===== src/rtl/flow_sequencer_pkg.sv =====
// Shared definitions for the verify-datapath phase sequencer: state encoding,
// reported phase codes and default RAM address width.
package flow_sequencer_pkg;

    localparam int unsigned FS_ADDR_W = 15;

    typedef enum logic [3:0] {
        ST_IDLE  = 4'd0,
        ST_RX    = 4'd1,
        ST_TURN1 = 4'd2,
        ST_VFY   = 4'd3,
        ST_WB    = 4'd4,
        ST_TURN2 = 4'd5,
        ST_TX    = 4'd6,
        ST_DONE  = 4'd7,
        ST_ERR   = 4'd8
    } fs_state_e;

    localparam logic [2:0] PH_IDLE  = 3'd0;
    localparam logic [2:0] PH_RX    = 3'd1;
    localparam logic [2:0] PH_TURN1 = 3'd2;
    localparam logic [2:0] PH_VFY   = 3'd3;
    localparam logic [2:0] PH_WB    = 3'd4;
    localparam logic [2:0] PH_TURN2 = 3'd5;
    localparam logic [2:0] PH_TX    = 3'd6;
    localparam logic [2:0] PH_DONE  = 3'd7;
    localparam logic [2:0] PH_ERR   = 3'd7;

    function automatic logic [2:0] phase_of(input fs_state_e s);
        case (s)
            ST_RX:    return PH_RX;
            ST_TURN1: return PH_TURN1;
            ST_VFY:   return PH_VFY;
            ST_WB:    return PH_WB;
            ST_TURN2: return PH_TURN2;
            ST_TX:    return PH_TX;
            ST_DONE:  return PH_DONE;
            ST_ERR:   return PH_ERR;
            default:  return PH_IDLE;
        endcase
    endfunction

    // Engine-driven phases are the only ones the watchdog times.
    function automatic logic is_work(input fs_state_e s);
        return (s == ST_RX) || (s == ST_VFY) || (s == ST_WB) || (s == ST_TX);
    endfunction

endpackage


===== src/rtl/flow_watchdog.sv =====
// Per-phase watchdog: clearable up-counter with a terminal-count flag.
// LIMIT of zero disables the terminal count.
module flow_watchdog #(
    parameter int unsigned    W     = 24,
    parameter logic [W-1:0]   LIMIT = '1
) (
    input  logic clk_i,
    input  logic rst_ni,
    input  logic load_i,
    input  logic en_i,
    output logic tc_o
);

    logic [W-1:0] cnt_q, cnt_d;

    always_comb begin
        cnt_d = cnt_q;
        if (load_i) begin
            cnt_d = '0;
        end else if (en_i) begin
            cnt_d = cnt_q + 1'b1;
        end
    end

    always_ff @(posedge clk_i or negedge rst_ni) begin
        if (!rst_ni) begin
            cnt_q <= '0;
        end else begin
            cnt_q <= cnt_d;
        end
    end

    // Fires on the cycle whose edge would make the count reach LIMIT.
    assign tc_o = (LIMIT != '0) && en_i && (cnt_q == LIMIT - 1'b1);

endmodule


===== src/rtl/flow_sequencer.sv =====
// Top-level phase sequencer: RX -> verify -> write-back -> TX, with RAM
// ownership muxing, per-phase watchdog and pass/result reporting.
module flow_sequencer
    import flow_sequencer_pkg::*;
#(
    parameter int unsigned      ADDR_W    = FS_ADDR_W,
    parameter int unsigned      TMO_W     = 24,
    parameter logic [TMO_W-1:0] TMO_CYC   = '1,
    parameter bit               AUTO_LOOP = 1'b1
) (
    input  logic              sys_clk,
    input  logic              sys_rst_n,
    input  logic              go,
    input  logic              err_clr,
    input  logic              rx_end,
    input  logic              vfy_end,
    input  logic              vfy_ok,
    input  logic              wb_end,
    input  logic              tx_end,
    output logic              rx_start,
    output logic              vfy_start,
    output logic              wb_start,
    output logic              tx_start,
    input  logic [ADDR_W-1:0] rx_addr,
    input  logic              rx_we,
    input  logic [ADDR_W-1:0] vfy_addr,
    input  logic [ADDR_W-1:0] wb_addr,
    input  logic              wb_we,
    input  logic [ADDR_W-1:0] tx_addr,
    output logic              ram_in_ena,
    output logic [ADDR_W-1:0] ram_in_addr,
    output logic              ram_in_we,
    output logic              ram_out_ena,
    output logic [ADDR_W-1:0] ram_out_addr,
    output logic              ram_out_we,
    output logic              busy,
    output logic [2:0]        phase,
    output logic              err,
    output logic              result_ok,
    output logic [15:0]       pass_cnt
);

    fs_state_e   state_q, state_d;
    logic        rx_start_q, rx_start_d;
    logic        vfy_start_q, vfy_start_d;
    logic        wb_start_q, wb_start_d;
    logic        tx_start_q, tx_start_d;
    logic        result_ok_q, result_ok_d;
    logic [15:0] pass_cnt_q, pass_cnt_d;
    logic        wd_tc;

    flow_watchdog #(
        .W     (TMO_W),
        .LIMIT (TMO_CYC)
    ) u_watchdog (
        .clk_i  (sys_clk),
        .rst_ni (sys_rst_n),
        .load_i (state_d != state_q),
        .en_i   (is_work(state_q)),
        .tc_o   (wd_tc)
    );

    always_comb begin
        state_d     = state_q;
        rx_start_d  = 1'b0;
        vfy_start_d = 1'b0;
        wb_start_d  = 1'b0;
        tx_start_d  = 1'b0;
        result_ok_d = result_ok_q;
        pass_cnt_d  = pass_cnt_q;

        case (state_q)
            ST_IDLE:  if (AUTO_LOOP || go) state_d = ST_RX;
            ST_RX: begin
                if (rx_start_q && rx_end) state_d = ST_TURN1;
                else                      rx_start_d = 1'b1;
            end
            ST_TURN1: state_d = ST_VFY;
            ST_VFY: begin
                if (vfy_start_q && vfy_end) begin
                    state_d     = ST_WB;
                    result_ok_d = vfy_ok;
                end else begin
                    vfy_start_d = 1'b1;
                end
            end
            ST_WB: begin
                if (wb_start_q && wb_end) state_d = ST_TURN2;
                else                      wb_start_d = 1'b1;
            end
            ST_TURN2: state_d = ST_TX;
            ST_TX: begin
                if (tx_start_q && tx_end) begin
                    state_d    = ST_DONE;
                    pass_cnt_d = pass_cnt_q + 16'd1;
                end else begin
                    tx_start_d = 1'b1;
                end
            end
            ST_DONE:  state_d = AUTO_LOOP ? ST_RX : ST_IDLE;
            ST_ERR:   if (err_clr) state_d = ST_IDLE;
            default:  state_d = ST_IDLE;
        endcase

        // Timeout overrides any completion sampled on the same edge.
        if (wd_tc) begin
            state_d     = ST_ERR;
            rx_start_d  = 1'b0;
            vfy_start_d = 1'b0;
            wb_start_d  = 1'b0;
            tx_start_d  = 1'b0;
            result_ok_d = result_ok_q;
            pass_cnt_d  = pass_cnt_q;
        end
    end

    always_ff @(posedge sys_clk or negedge sys_rst_n) begin
        if (!sys_rst_n) begin
            state_q     <= ST_IDLE;
            rx_start_q  <= 1'b0;
            vfy_start_q <= 1'b0;
            wb_start_q  <= 1'b0;
            tx_start_q  <= 1'b0;
            result_ok_q <= 1'b0;
            pass_cnt_q  <= '0;
        end else begin
            state_q     <= state_d;
            rx_start_q  <= rx_start_d;
            vfy_start_q <= vfy_start_d;
            wb_start_q  <= wb_start_d;
            tx_start_q  <= tx_start_d;
            result_ok_q <= result_ok_d;
            pass_cnt_q  <= pass_cnt_d;
        end
    end

    always_comb begin
        ram_in_addr  = '0;
        ram_in_we    = 1'b0;
        ram_out_addr = '0;
        ram_out_we   = 1'b0;
        case (state_q)
            ST_RX: begin
                ram_in_addr = rx_addr;
                ram_in_we   = rx_we;
            end
            ST_TURN1, ST_VFY: ram_in_addr = vfy_addr;
            ST_WB: begin
                ram_out_addr = wb_addr;
                ram_out_we   = wb_we;
            end
            ST_TURN2, ST_TX: ram_out_addr = tx_addr;
            default: ;
        endcase
    end

    assign busy        = (state_q != ST_IDLE) && (state_q != ST_ERR);
    assign ram_in_ena  = busy;
    assign ram_out_ena = busy;
    assign err         = (state_q == ST_ERR);
    assign phase       = phase_of(state_q);
    assign rx_start    = rx_start_q;
    assign vfy_start   = vfy_start_q;
    assign wb_start    = wb_start_q;
    assign tx_start    = tx_start_q;
    assign result_ok   = result_ok_q;
    assign pass_cnt    = pass_cnt_q;

endmodule


===== config.mk =====
export PLATFORM = sky130hd
export DESIGN_NAME = flow_sequencer
export DESIGN_NICKNAME = d
export VERILOG_FILES = /design/src/rtl/flow_sequencer_pkg.sv /design/src/rtl/flow_watchdog.sv /design/src/rtl/flow_sequencer.sv
export SDC_FILE = /design/constraint.sdc
export NUM_CORES = 1
export LEC_CHECK = 0
export ABC_CLOCK_PERIOD_IN_PS = 3400
export BUFFER_PORTS_ARGS = -buffer_cell sky130_fd_sc_hd__buf_2
export CAP_MARGIN = 20
export CORE_MARGIN = 2
export CORE_UTILIZATION = 25
export DETAILED_ROUTE_END_ITERATION = 8
export GPL_ROUTABILITY_DRIVEN = 0
export HOLD_SLACK_MARGIN = 0.06
export REMOVE_ABC_BUFFERS = 1
export SLEW_MARGIN = 30
export SYNTH_ARGS = -nofsm -noshare
export SYNTH_HDL_FRONTEND = slang
export SYNTH_HIERARCHICAL = 1
export SYNTH_SLANG_ARGS = --single-unit
export TNS_END_PERCENT = 100

===== constraint.sdc =====
create_clock -name sys_clk -period 3.4 [get_ports sys_clk]
set_input_delay 0.34 -clock sys_clk [delete_from_list [all_inputs] [get_ports sys_clk]]
set_output_delay 0.34 -clock sys_clk [all_outputs]
set_load 0.02 [all_outputs]

== Word level (Yosys, flattened, before mapping) ==
Memory sizes are Yosys's and may differ from the RTL's.
Cells that the tools add are included.

* Register bits: 49
* Bits in read-only memories: 48
* Input bits: 71
* Output and inout bits: 60
* Word-level logic and storage cells: 65
* Memories: 1

{| class="wikitable"
|+ Memory list
! name !! depth !! width !! rd ports !! clocked after Yosys merged registers in !! write ports !! RTL line !! text
|-
| (name not given) || 16 || 3 || 1 || 0 || 0 || flow_sequencer_pkg.sv:30 || <nowiki>case (s)</nowiki>
|}

* Add/subtract/negate cells: 2
* Equality and inequality tests: 11
* Muxes and demuxes: 25
* Bitwise operators: 1
* Reductions and logical operators: 17

{| class="wikitable"
|+ Operators by type and width
! kind !! count
|-
| 15-bit one-hot mux with 2 select lines || 2
|-
| 24-bit two-way mux || 2
|-
| 4-bit one-hot mux with 8 select lines || 1
|-
| 24-bit by 1-bit adder with 24-bit output (second input constant) || 1
|-
| 24-bit == test (second input constant) || 1
|-
| 4-bit two-way mux || 6
|-
| 16-bit by 1-bit adder with 16-bit output (second input constant) || 1
|-
| 4-bit by 3-bit == test with 1-bit output (second input constant) || 4
|-
| 1-bit two-way mux || 14
|-
| 4-bit by 2-bit == test with 1-bit output (second input constant) || 2
|-
| 1-bit logical AND || 6
|-
| 3-bit AND reduction || 2
|-
| 2-bit OR reduction || 3
|-
| 4-bit by 1-bit == test with 1-bit output (second input constant) || 1
|-
| 4-bit == test (second input constant) || 1
|-
| 4-bit logical NOT || 1
|-
| 4-bit inequality test || 1
|-
| 4-bit inequality test (second input constant) || 1
|-
| 4-bit nonzero test || 1
|-
| 1-bit logical OR || 3
|-
| 2-bit nonzero test || 1
|-
| 1-bit inverter || 1
|}

== Logic depth before layout (Yosys ltp) ==
Gate-level depths: netlist of run 1.

* Depth in word-level cells: 8
* Mapped depth: 17
* Mapped depth without buffers: 12

== By module ==
The synthesis of run 1 kept the hierarchy.

{| class="wikitable"
|+ By module, submodules not included
! module !! instances !! cells an instance !! area an instance (µm²) !! seq. area each (µm²)
|-
| flow_sequencer || 1 || 183 || 1,838.0 || 625.6
|-
| flow_watchdog || 1 || 132 || 1,243.7 || 600.6
|}

== Least setup slack after synthesis of run 1 ==
OpenSTA, ideal clock, no wires.

* Path type: reg2reg
* Start: register state_q[2]
* End: register u_watchdog.cnt_q[23]
* Library setup time: 0.078 ns
* Data arrival time: 3.567 ns
* Required time: 3.322 ns
* Slack: -0.245 ns
* Stages on the path, launching flop included: 17
* Buffers on the path: 4
* Period minus slack after synthesis: 3.645 ns
* Path through: dfrtp_1 clkbuf_1 xnor2_1 nor2_1 buf_2 nand4_1 nor4_1 clkbuf_1 nor2_1 nand2_1 a21o_1 o211ai_1 buf_2 o211a_1 or4b_1 or4_1 a21oi_1

* Longest elaborated chain between the ends: 8
* Elaborated cells on any way between the ends: 24
* Those cells by class: eq/ne (9); mux (8); reduce/logical (7)

{| class="wikitable"
|+ RTL lines
! element !! RTL line !! text
|-
| start, declared || flow_sequencer.sv:43 || <nowiki>fs_state_e state_q, state_d;</nowiki>
|-
| start signal, assigned || flow_sequencer.sv:127 || <nowiki>state_q <= state_d;</nowiki>
|-
| 4-bit by 1-bit == test with 1-bit output / 4-bit by 2-bit == test with 1-bit output (equally long branches) || flow_sequencer_pkg.sv:45 || <nowiki>return (s == ST_RX) || (s == ST_VFY) || (s == ST_WB) || (s == ST_TX);</nowiki>
|-
| 1-bit logical OR (2 in a row) || flow_sequencer_pkg.sv:45 ||
|-
| 1-bit logical OR (*) || flow_sequencer_pkg.sv:45 ||
|-
| 1-bit logical AND (*) || flow_watchdog.sv:34 || <nowiki>assign tc_o = (LIMIT != '0) && en_i && (cnt_q == LIMIT - 1'b1);</nowiki>
|-
| via wd_tc || flow_sequencer.sv:50 || <nowiki>logic wd_tc;</nowiki>
|-
| 4-bit two-way mux (*) || flow_sequencer.sv:106 || <nowiki>if (wd_tc) begin</nowiki>
|-
| 4-bit inequality test (*) || flow_sequencer.sv:58 || <nowiki>.load_i (state_d != state_q),</nowiki>
|-
| 24-bit two-way mux / 2-bit nonzero test (equally long branches) || n/a ||
|-
| end signal, assigned || flow_watchdog.sv:29 || <nowiki>cnt_q <= cnt_d;</nowiki>
|-
| end, declared || flow_watchdog.sv:14 || <nowiki>logic [W-1:0] cnt_q, cnt_d;</nowiki>
|}

Mark *: on every way through the listed nets, which the timed path passes. The rest lies on a longest branch.
A chain may end at the register's enable or synchronous reset.

== Worst setup path in the final report of run 1 ==
* Start: register u_watchdog.cnt_q[15]
* End: register u_watchdog.cnt_q[23]

* Longest elaborated chain between the ends: 5
* Elaborated cells on any way between the ends: 8
* Those cells by class: add/sub (1); eq/ne (2); mux (3); reduce/logical (2)

{| class="wikitable"
|+ RTL lines
! element !! RTL line
|-
| 24-bit == test (*) || flow_watchdog.sv:34
|-
| 1-bit logical AND (*) || flow_watchdog.sv:34
|-
| via wd_tc || flow_sequencer.sv:50
|-
| 4-bit two-way mux (*) || flow_sequencer.sv:106
|-
| 4-bit inequality test (*) || flow_sequencer.sv:58
|-
| 24-bit two-way mux / 2-bit nonzero test (equally long branches) || n/a
|}

Mark *: on every way through the listed nets, which the timed path passes. The rest lies on a longest branch. The select of a mux whose other input is x is not followed.

==> results of run 1 <==
[worst reg2reg max path, delay by kind of cell, from the launching register on]
kind                   cells  cell delay [ps]
AOI/OAI and AO/OA          4              790
buffers and inverters      2              270
DFF                        1              410
and+or+nand+nor            7             1710
[kinds of logic after synthesis]
kind of cell / count (synthesis) / share of synthesized area (%)
muxes: 3 / 1.06
AOI/OAI and AO/OA: 93 / 25.4
adders and majority gates: 3 / 1.22
buffers and inverters: 31 / 4.79
and+or+nand+nor: 109 / 20.1
xor gates and xnor gates: 27 / 7.67
DFF: 49 / 39.8
[cells in the final DEF, fill, tap and decap left out, types with 10 or more instances in the layout]
cell type	Yosys	layout
buf_2	7	130
dfrtp_1	49	49
a22o_1	31	31
buf_4	2	29
nand2_1	24	24
xor2_1	19	19
nor2_1	19	17
a21oi_1	20	17
o21ai_0	14	13
nand4_1	11	11
inv_1	10	10
[cell type report]
cell class	instances	area share [%]
repair buffers	162	20.9
well taps	147	4.27
flip-flops and latches	49	28.5
clock buffers	7	3.31
clock inverters	1	0.697
inverters	10	0.872
multi-input cells	235	41.5
[metal layers]
layer	GRT usage, %	up-vias	share of wire, %
met2	21.2	111	49
met1	17.1	1423	44
met3	2.48	5	5.7
met5	0	-	0
li1	-	1472	-
met4	3.37	0	1.1
[path summary, 6_finish.rpt]
check                                     start              endpoint  slack (ps)  depth (start not counted)
setup / recovery           u_watchdog/cnt_q[15]  u_watchdog/cnt_q[23]         150                         13
hold / removal                          err_clr            state_q[3]         270                          2
setup reg to reg           u_watchdog/cnt_q[15]  u_watchdog/cnt_q[23]         150                         13
hold reg to reg                    pass_cnt[15]          pass_cnt[15]         470                          1
max in group asynchronous             sys_rst_n  u_watchdog/cnt_q[22]        2100                          3
min in group asynchronous             sys_rst_n   u_watchdog/cnt_q[7]         550                          2
[registers in the layout, indices dropped and copies added, names as in the netlist]
name              flops
tx_start              1
wb_start              1
vfy_start             1
rx_start              1
u_watchdog/cnt_q     24
result_ok             1
state_q               4
pass_cnt             16
[power by group]
part | internal [mW] | leakage [nW] | switching (mW)
Sequential | 0.693 | 0.617 | 0.138
Combinational | 0.699 | 1.25 | 1.19
Clock | 0.368 | 0.0841 | 0.208
Total | 1.76 | 1.96 | 1.54
[repair_timing]
| action | in CTS | in global routing |
|---|---|---|
| hold endpoints to repair | 20 | 0 |
| pin swaps | 2 | 12 |
| buffers inserted | 2 | 7 |
| hold buffers | 1 | 0 |
| gates resized for setup | 2 | 20 |
| setup endpoints to repair | 8 | 11 |
| cloned | 0 | 1 |
[metrics by stage]
step                      TNS [ps]  instance area, sq um  util (%)  setup slack (ps)
after floorplan             -19710                  2970         -             -1480
final                            0                  4310      35.9               154
after global routing         -42.0                  4310      35.9             -17.3
after detailed placement      -132                  3970      33.0             -50.0
after global placement       -5.52                  3970      33.0             -5.52
after CTS                        0                  4170      34.8              2.82
==> impl_results.md, run 1 <==
* Share of cells above drive strength 1 at between 40 and 50%
* DR vias at 3011
* CP arrival at 3460 ps
* Largest stage delay on the critical path at 500 ps
* Final Critical Period at ~3200 ps
* Mean post-synth cell area at 9.78 sq um
* Min-Delay Path Class: in2reg
* Nets@finish at 537
* Worst Skew at just under 6 ps
* Ys async rst share at 100%
* Initial antenna violation count at 0
* Inserted Clock Buffers at 5
* Worst Hold Slack at approximately 270 ps
* GRT Overall Usage at 12.8%
* Chip width at 115 microns
* Crit path max-delay cell type: or4b_4
* Vias in the first global route at about 2.9k
* Worst slew pin tran at 899 ps
* Yosys top cell by area: dfrtp_1
* Crit-path cells: and2_2 > nand3_2 > nor4_4 > buf_6 > buf_4 > nor2_2 > nand2_1 > a21o_1 > o211ai_1 > o211a_1 > or4b_4 > or4_4 > a21oi_2
* Synth top cells by count: dfrtp_1, a22o_1, nand2_1
* Outcome: complete, no violations
* Initial Utilization at roughly 26%
* Post-Place Cells at 592
* Syn Inst Count at approximately 320
* Fill count at 1248
* Crit path kind: reg2reg
* Mapped Area at 0.00308 sq mm
* Detailed Route WL at 8620 microns
* Top cell type's share of synthesized area at 39.8%
* Post-route DRC at 0
* Pwr dens at ~770 mW/mm^2
* Fin. max-slew vios at 0
* CTS clk-pin slew, worst paths at 60 ps
* Most common cell in the synthesized netlist: dfrtp_1
* TritonCTS clock tree: yes
* Rel. slew slack at 39.9%
* Largest net degree at the start of global routing at 30
* Drt initial violations at 105
* Max Fclk at 308 MHz
* Row Count at 40
* Synth area leaders: dfrtp_1, a22o_1, xor2_1
* #FFs+latches synth at 49
* Area grow syn2layout at 39.7%
* Final hold violation count at 0
* Area of the multi-input gates at between 0.0015 and 0.002 sq mm
* Core area at 0.0120 sq mm
* Storage element area at 0.00123 sq mm
* Die height at 115 microns
* IO Port Bufs at between 100 and 150
* Crit-path max FO at 6
* Max Cap Viol at 0
* DRT antenna net count at 0
* CP delay by family, top: simple AND/OR/NAND/NOR gates
* Worst setup SP type: flip-flop
* Root buf cell: clkbuf_16
* Bufs and invs on worst path at 2
* Top Ports at between 100 and 150
* Via density at ~4.9
* First-pass GRT wire length at around 14000 microns
* CP Capture Type: flip-flop
* Finished Layout Cells at 611
* GRT overflow at 0
* Worst-skew pair later-pin latency at 280 ps
* Die ar. at 0.0132 sq mm
* Unique masters post-synth at 52
* Diodes inserted at 0
* Setup violators final at 0
* Maximum clock path buffer count at 2
* CTS Sinks at 49
* Final period utilization at 95.5%
* Pleak at between 1.5 and 2 nW
* VDD IR max at 0.000539 V
* Drt wl/cell at 14.1 microns
* Post-DP HPWL at 6650 microns
* Post-synth EDFFs at 0
* Detailed Routing Iterations Pass 1 at 4
* Number of H-tree levels at 2
* Top FF cell, synth: dfrtp_1
* Worst Path Required at between 3000 and 4000 ps
* Sequential area share after synthesis at 39.8%
* Syn. warnings at 6
* Total power draw at 3.30 mW
Note: power is estimated with default switching activity, not from simulation.
==> run 2, diff against run 1 <==
Settings changed: CELL_PAD_IN_SITES_DETAIL_PLACEMENT set to 1, CELL_PAD_IN_SITES_GLOBAL_PLACEMENT set to 2, PLACE_DENSITY_LB_ADDON set to 0.1.
==> run 2 against run 1 <==
  * Register-to-register slack improved by 20 ps
  * Power fell by 1.1%
  * Wire length rose by 13%
  * Setup slack improved by 23 ps
  * Non-clock buffer count rose by 4
  * Combinational power rose by 3%
  * Critical path depth fell by 1
  * Worst hold slack got worse by 13 ps
  * Die area did not move
  * Count of clock-buffer cells in the layout fell by 1
  * Clock power fell by 14%
  * Highest routed layer unchanged
==> impl_results.md, run 2 (synthesis gave the netlist of run 1 again) <==
* Max Cap Viol at 0 (unchanged)
* Max Fclk at 310 MHz (+0.72%)
* Drt initial violations at 160 (+52%)
* Pwr dens at 757 mW/mm^2 (-1.1%)
* Number of flip-flops in the largest register at 24 (unchanged)
* Core area at 0.0120 sq mm (unchanged)
* Min-Delay Path Class: in2reg
* Min-delay src: err_clr
* R2R Setup Slk at 180 ps (+20 ps)
* Reg with most FFs: u_watchdog/cnt_q
* Die height at 115 microns (unchanged)
* Drt wl/cell at 15.8 microns (+12%)
* Depth of the most critical reg-to-reg path at 12 (-1)
* Detailed Route WL at 9730 microns (+13%)
* Outcome: complete, no violations
* Most frequent cells in the layout: buf_2, dfrtp_1, buf_4
* Hold Path Stages at 2 (unchanged)
* Commonest non-fill, non-tap cell in the layout: buf_2
* Utilization after layout at 35.8% (about the same)
* Area grow syn2layout at 39.7% (about the same)
* Detailed Routing Iterations Pass 1 at 4 (unchanged)
* Worst Path Required at 3620 ps (about the same)
* Share of cells above drive strength 1 at 44.2% (+0.91 points)
* CP Capture Type: flip-flop
* Top Ports at 131 (unchanged)
* Inserted Clock Buffers at 5 (unchanged)
* Worst slew pin tran at 571 ps (-328 ps)
* Unrepaired setup endpoints after global routing: false
* Die ar. at 0.0132 sq mm (unchanged)
* Largest net degree at the start of global routing at 37 (+23%)
* Rel. slew slack at 61.9% (+22 points)
* VDD IR max at 0.000348 V (-35%)
* Pleak at 1.95 nW (-0.51%)
* Diodes inserted at 0 (unchanged)
* Chip width at 115 microns (unchanged)
* Worst Skew at 2.62 ps (-3.29 ps)
* IO Port Bufs at 129 (unchanged)
* Post-Place Cells at 599 (+1.2%)
* Maximum clock path buffer count at 2 (unchanged)
* Worst setup slack after placement at -8.99 ps (+41.0 ps)
* Initial antenna violation count at 1 (+1)
* Final WS setup at 177 ps (+23.3 ps)
* Post-DP HPWL at 7410 microns (+11%)
* DRT antenna net count at 0 (unchanged)
* Fin. max-slew vios at 0 (unchanged)
* Worst setup SP type: flip-flop
* CTS Sinks at 49 (unchanged)
* Crit path kind: reg2reg
* Final period utilization at 94.8% (-0.69 points)
* Root buf cell: clkbuf_16
* Row Count at 40 (unchanged)
* Crit-path max FO at 5 (-1)
* Post-route DRC at 0 (unchanged)
* Final hold violation count at 0 (unchanged)
* Via density at 4.97 (+0.80%)
* Vias in the first global route at 3215 (+10%)
* Fill count at 1415 (+13%)
* GRT Overall Usage at 15.1% (+2.3 points)
* Nets@finish at 541 (+0.74%)
* Reg2reg start: u_watchdog/cnt_q[9]
* Final Critical Period at 3220 ps (-23.3 ps)
* CTS clk-pin slew, worst paths at 70 ps (about the same)
* Setup violators final at 0 (unchanged)
* Initial Utilization at 25.7% (unchanged)
* Worst-skew pair later-pin latency at 290 ps (about the same)
* Finished Layout Cells at 615 (+0.65%)
* Number of H-tree levels at 2 (unchanged)
* DR vias at 3055 (+1.5%)
* TritonCTS clock tree: yes
* CP arrival at 3450 ps (about the same)
* GRT overflow at 0 (unchanged)
* R2r endpoint: u_watchdog/cnt_q[23]
* First-pass GRT wire length at 16100 microns (+16%)
* Endpoint, Worst Hold: state_q[3]
-- run 2: cell types whose count changed in the layout (fill, tap and decap cells not counted), moves of 2 or more --
cell	change
a21oi_1	-2
a21oi_2	+2
clkinv_2	+2
buf_4	+5
buf_2	-2
-- run 2: power by group --
| part | total [mW] | internal, mW | switching [mW] |
|---|---|---|---|
| combinational | 1.94 | 0.711 | 1.23 |
| clock | 0.493 | 0.271 | 0.222 |
| sequential | 0.825 | 0.693 | 0.132 |
-- run 2: worst max path at each step --
stage                                   start  slack, ps  depth (start not counted)                   end
after CTS                 u_watchdog/cnt_q[3]         10                         13  u_watchdog/cnt_q[15]
after floorplan                    state_q[2]      -1480                         12  u_watchdog/cnt_q[23]
after detailed placement  u_watchdog/cnt_q[5]         -9                         13  u_watchdog/cnt_q[15]
final                     u_watchdog/cnt_q[9]        180                         12  u_watchdog/cnt_q[23]
after global routing      u_watchdog/cnt_q[9]          3                         13  u_watchdog/cnt_q[20]
after global placement    u_watchdog/cnt_q[5]         40                         13  u_watchdog/cnt_q[17]
-- run 2: timing repair --
| item | 4_1_cts | 5_1_grt |
|---|---|---|
| hold buffers | 0 | 1 |
| buffers inserted | 2 | 5 |
| pin swaps | 1 | 12 |
| endpoints found under the hold margin | 0 | 34 |
| resized for setup | 0 | 22 |
| endpoints found under the setup margin | 7 | 11 |
-- run 2: area by class of cell --
class / count / area (sq um) / area share (%)
clock inverter: 2 / 10.0 / 0.232
clock buffer: 6 / 129 / 2.99
sequential: 49 / 1230 / 28.5
tap: 147 / 184 / 4.27
timing repair buffer: 166 / 940 / 21.8
multi-input combinational: 235 / 1780 / 41.3
inverter: 10 / 37.5 / 0.872
-- run 2: worst max-delay path, stage by stage, from the launching register on --
cell and delay [ps]:
dfrtp_1 400, nand3_2 90, or3_4 400, nor4_2 270, buf_4 180, nor2_2 50, nand2_1 50, o21ai_0 80
o211ai_1 320, o211a_1 200, or4b_4 490, or4_4 500, a21oi_2 130
-- run 2: routing by layer --
metal / global-route usage [%] / up-vias / wire length, microns
li1: - / 1481 / -
met1: 20.1 / 1467 / 4470
met2: 24.5 / 102 / 4480
met3: 4.32 / 5 / 674
met4: 3.69 / 0 / 102
met5: 0 / - / 0
-- run 2: through the flow --
stage	total power [mW]	hold WS, ps	area [sq um]	TNS [ps]
after floorplan	2.02	44.4	2970	-19710
after global placement	2.76	463	4020	0
after detailed placement	2.77	465	4020	-15.1
after CTS	3.29	206	4170	0
after global routing	3.52	277	4310	0
final	3.26	256	4310	0
==> run 3, diff against run 2 <==
Settings changed: PLACE_DENSITY set to 0.81, PLACE_DENSITY_LB_ADDON 0.1 to unset.
==> run 3 against run 2 <==
  * Flip-flop and latch count stayed put
  * Critical path depth is 1 higher
  * Utilization is 0.48 points higher
  * Sequential power is 0.7% higher
  * Clock skew is 2.7 ps higher
  * Global-route usage is 0.72 points lower
  * Cell count is 0.49% higher
  * Combinational power hardly changed
  * Setup slack better by 10 ps
  * Critical path type unchanged
  * Largest power group unchanged
==> impl_results.md, run 3 (synthesis gave the netlist of run 1 again) <==
* Reg with most FFs: u_watchdog/cnt_q
* Die height at 115 microns (unchanged)
* Crit path kind: reg2reg
* GRT overflow at 0 (unchanged)
* Crit path from: state_q[2]
* Largest net degree at the start of global routing at 31 (-16%)
* Final Critical Period at 3210 ps (-10.1 ps)
* Vias in the first global route at 3231 (+0.50%)
* Final instance area at 0.00436 sq mm (+1.3%)
* Rel. slew slack at 40.6% (-21 points)
* DRT antenna net count at 0 (unchanged)
* Post-route DRC at 0 (unchanged)
* Fill count at 1425 (+0.71%)
* Chip width at 115 microns (unchanged)
* Detailed Routing Iterations Pass 1 at 4 (unchanged)
* Number of H-tree levels at 2 (unchanged)
* Diodes inserted at 0 (unchanged)
* Drt initial violations at 107 (-33%)
* Commonest non-fill, non-tap cell in the layout: buf_2
* Total power draw at 3.26 mW (about the same)
* TritonCTS clock tree: yes
* Initial antenna violation count at 0 (-1)
* CP Capture Type: flip-flop
* Initial Utilization at 25.7% (unchanged)
* Unrepaired setup endpoints after global routing: true
* Depth of the most critical reg-to-reg path at 13 (+1)
* Row Count at 40 (unchanged)
* Max Fclk at 311 MHz (+0.31%)
* Outcome: complete, no violations
* Worst Skew at 5.34 ps (+2.72 ps)
* Nets@finish at 544 (+0.55%)
* Final hold violation count at 0 (unchanged)
* Drt wl/cell at 15.3 microns (-3.1%)
* IO Port Bufs at 129 (unchanged)
* Worst slew pin tran at 887 ps (+316 ps)
* Core area at 0.0120 sq mm (unchanged)
* Pwr dens at 747 mW/mm^2 (-1.4%)
* CTS clk-pin slew, worst paths at 60 ps (about the same)
* Worst Path Required at 3620 ps (about the same)
* Most frequent cells in the layout: buf_2, dfrtp_1, buf_4
* Inserted Clock Buffers at 5 (unchanged)
* Area grow syn2layout at 41.6%
* Utilization after layout at 36.3% (+0.48 points)
* Via density at 5.04 (+1.5%)
* Min-delay src: err_clr
* Max Cap Viol at 0 (unchanged)
* DR vias at 3115 (+2.0%)
* CP arrival at 3430 ps (-20 ps)
* Final period utilization at 94.5% (-0.30 points)
* Share of cells above drive strength 1 at 44.6% (+0.36 points)
* Hold Path Stages at 2 (unchanged)
* Worst setup SP type: flip-flop
* Die ar. at 0.0132 sq mm (unchanged)
* Worst-skew pair later-pin latency at 290 ps (about the same)
* Post-DP Area at 0.00403 sq mm (+0.37%)
* VDD IR max at 0.000372 V (+6.9%)
* Root buf cell: clkbuf_16
* Post-DP HPWL at 7190 microns (-3.0%)
* Setup violators final at 0 (unchanged)
* GRT Overall Usage at 14.4% (-0.72 points)
* Detailed Route WL at 9480 microns (-2.6%)
* Min-Delay Path Class: in2reg
* First-pass GRT wire length at 15600 microns (-3.4%)
* Top Ports at 131 (unchanged)
* Fin. max-slew vios at 0 (unchanged)
* Pleak at 1.99 nW (+2.3%)
* Maximum clock path buffer count at 2 (unchanged)
* Number of flip-flops in the largest register at 24 (unchanged)
* CTS Sinks at 49 (unchanged)
* Reg2reg start: state_q[2]
* Crit-path max FO at 7 (+2)
-- run 3: where the power goes --
part | internal (mW) | switching (mW)
logic | 0.686 | 1.22
clock network | 0.312 | 0.209
registers | 0.693 | 0.137
total | 1.69 | 1.57
-- run 3: layer usage --
layer	track usage (%)	wire length (microns)	up-vias
met5	0	0	-
met4	4.98	178	0
met3	3.37	537	13
met2	24.5	4660	114
met1	18.0	4100	1503
li1	-	-	1485
-- run 3: layout make-up --
| class | instances | area, sq um | share of cell area (%) |
|---|---|---|---|
| clock inverter | 1 | 5.00 | 0.115 |
| tap | 147 | 184 | 4.22 |
| clock buffer | 7 | 153 | 3.50 |
| inverter | 10 | 37.5 | 0.860 |
| timing repair buffer | 169 | 963 | 22.1 |
| multi-input combinational | 235 | 1790 | 41.1 |
| sequential | 49 | 1230 | 28.1 |
-- run 3: final timing paths --
kind,endpoint,slack (ps)
min reg2reg,pass_cnt[15],460
min,state_q[3],280
max,u_watchdog/cnt_q[23],190
max in group asynchronous,pass_cnt[11],2110
max reg2reg,u_watchdog/cnt_q[23],190
min in group asynchronous,u_watchdog/cnt_q[5],530
-- run 3: repair_timing --
item / 4_1_cts / 5_1_grt
setup buffers: 1 / 7
resized for setup: 3 / 21
hold buffers: 1 / 0
endpoints found under the setup margin: 6 / 11
pin swaps: 1 / 11
hold endpoints to repair: 19 / 0
-- run 3: per-stage QoR --
step | hold slack (ps) | TNS [ps] | cells | setup slack [ps]
detailed placement | 326 | -175 | 601 | -42.7
global placement | 318 | 0 | 601 | 13.8
finish | 278 | 0 | 618 | 188
CTS | 264 | 0 | 611 | 5.54
floorplan | 44.4 | -19710 | 294 | -1480
global route | 268 | -29.6 | 618 | -29.6
-- run 3: critical path, stage by stage (launching register included) --
cell and delay (ps):
dfrtp_1 400, xnor2_1 130, nor2_1 140, nand4_1 160, nor4_4 290, buf_6 160, nor2_2 50, nand2_1 60
o21ai_0 90, o211ai_1 290, o211a_1 200, or4b_4 510, or4_4 560, a21oi_2 120
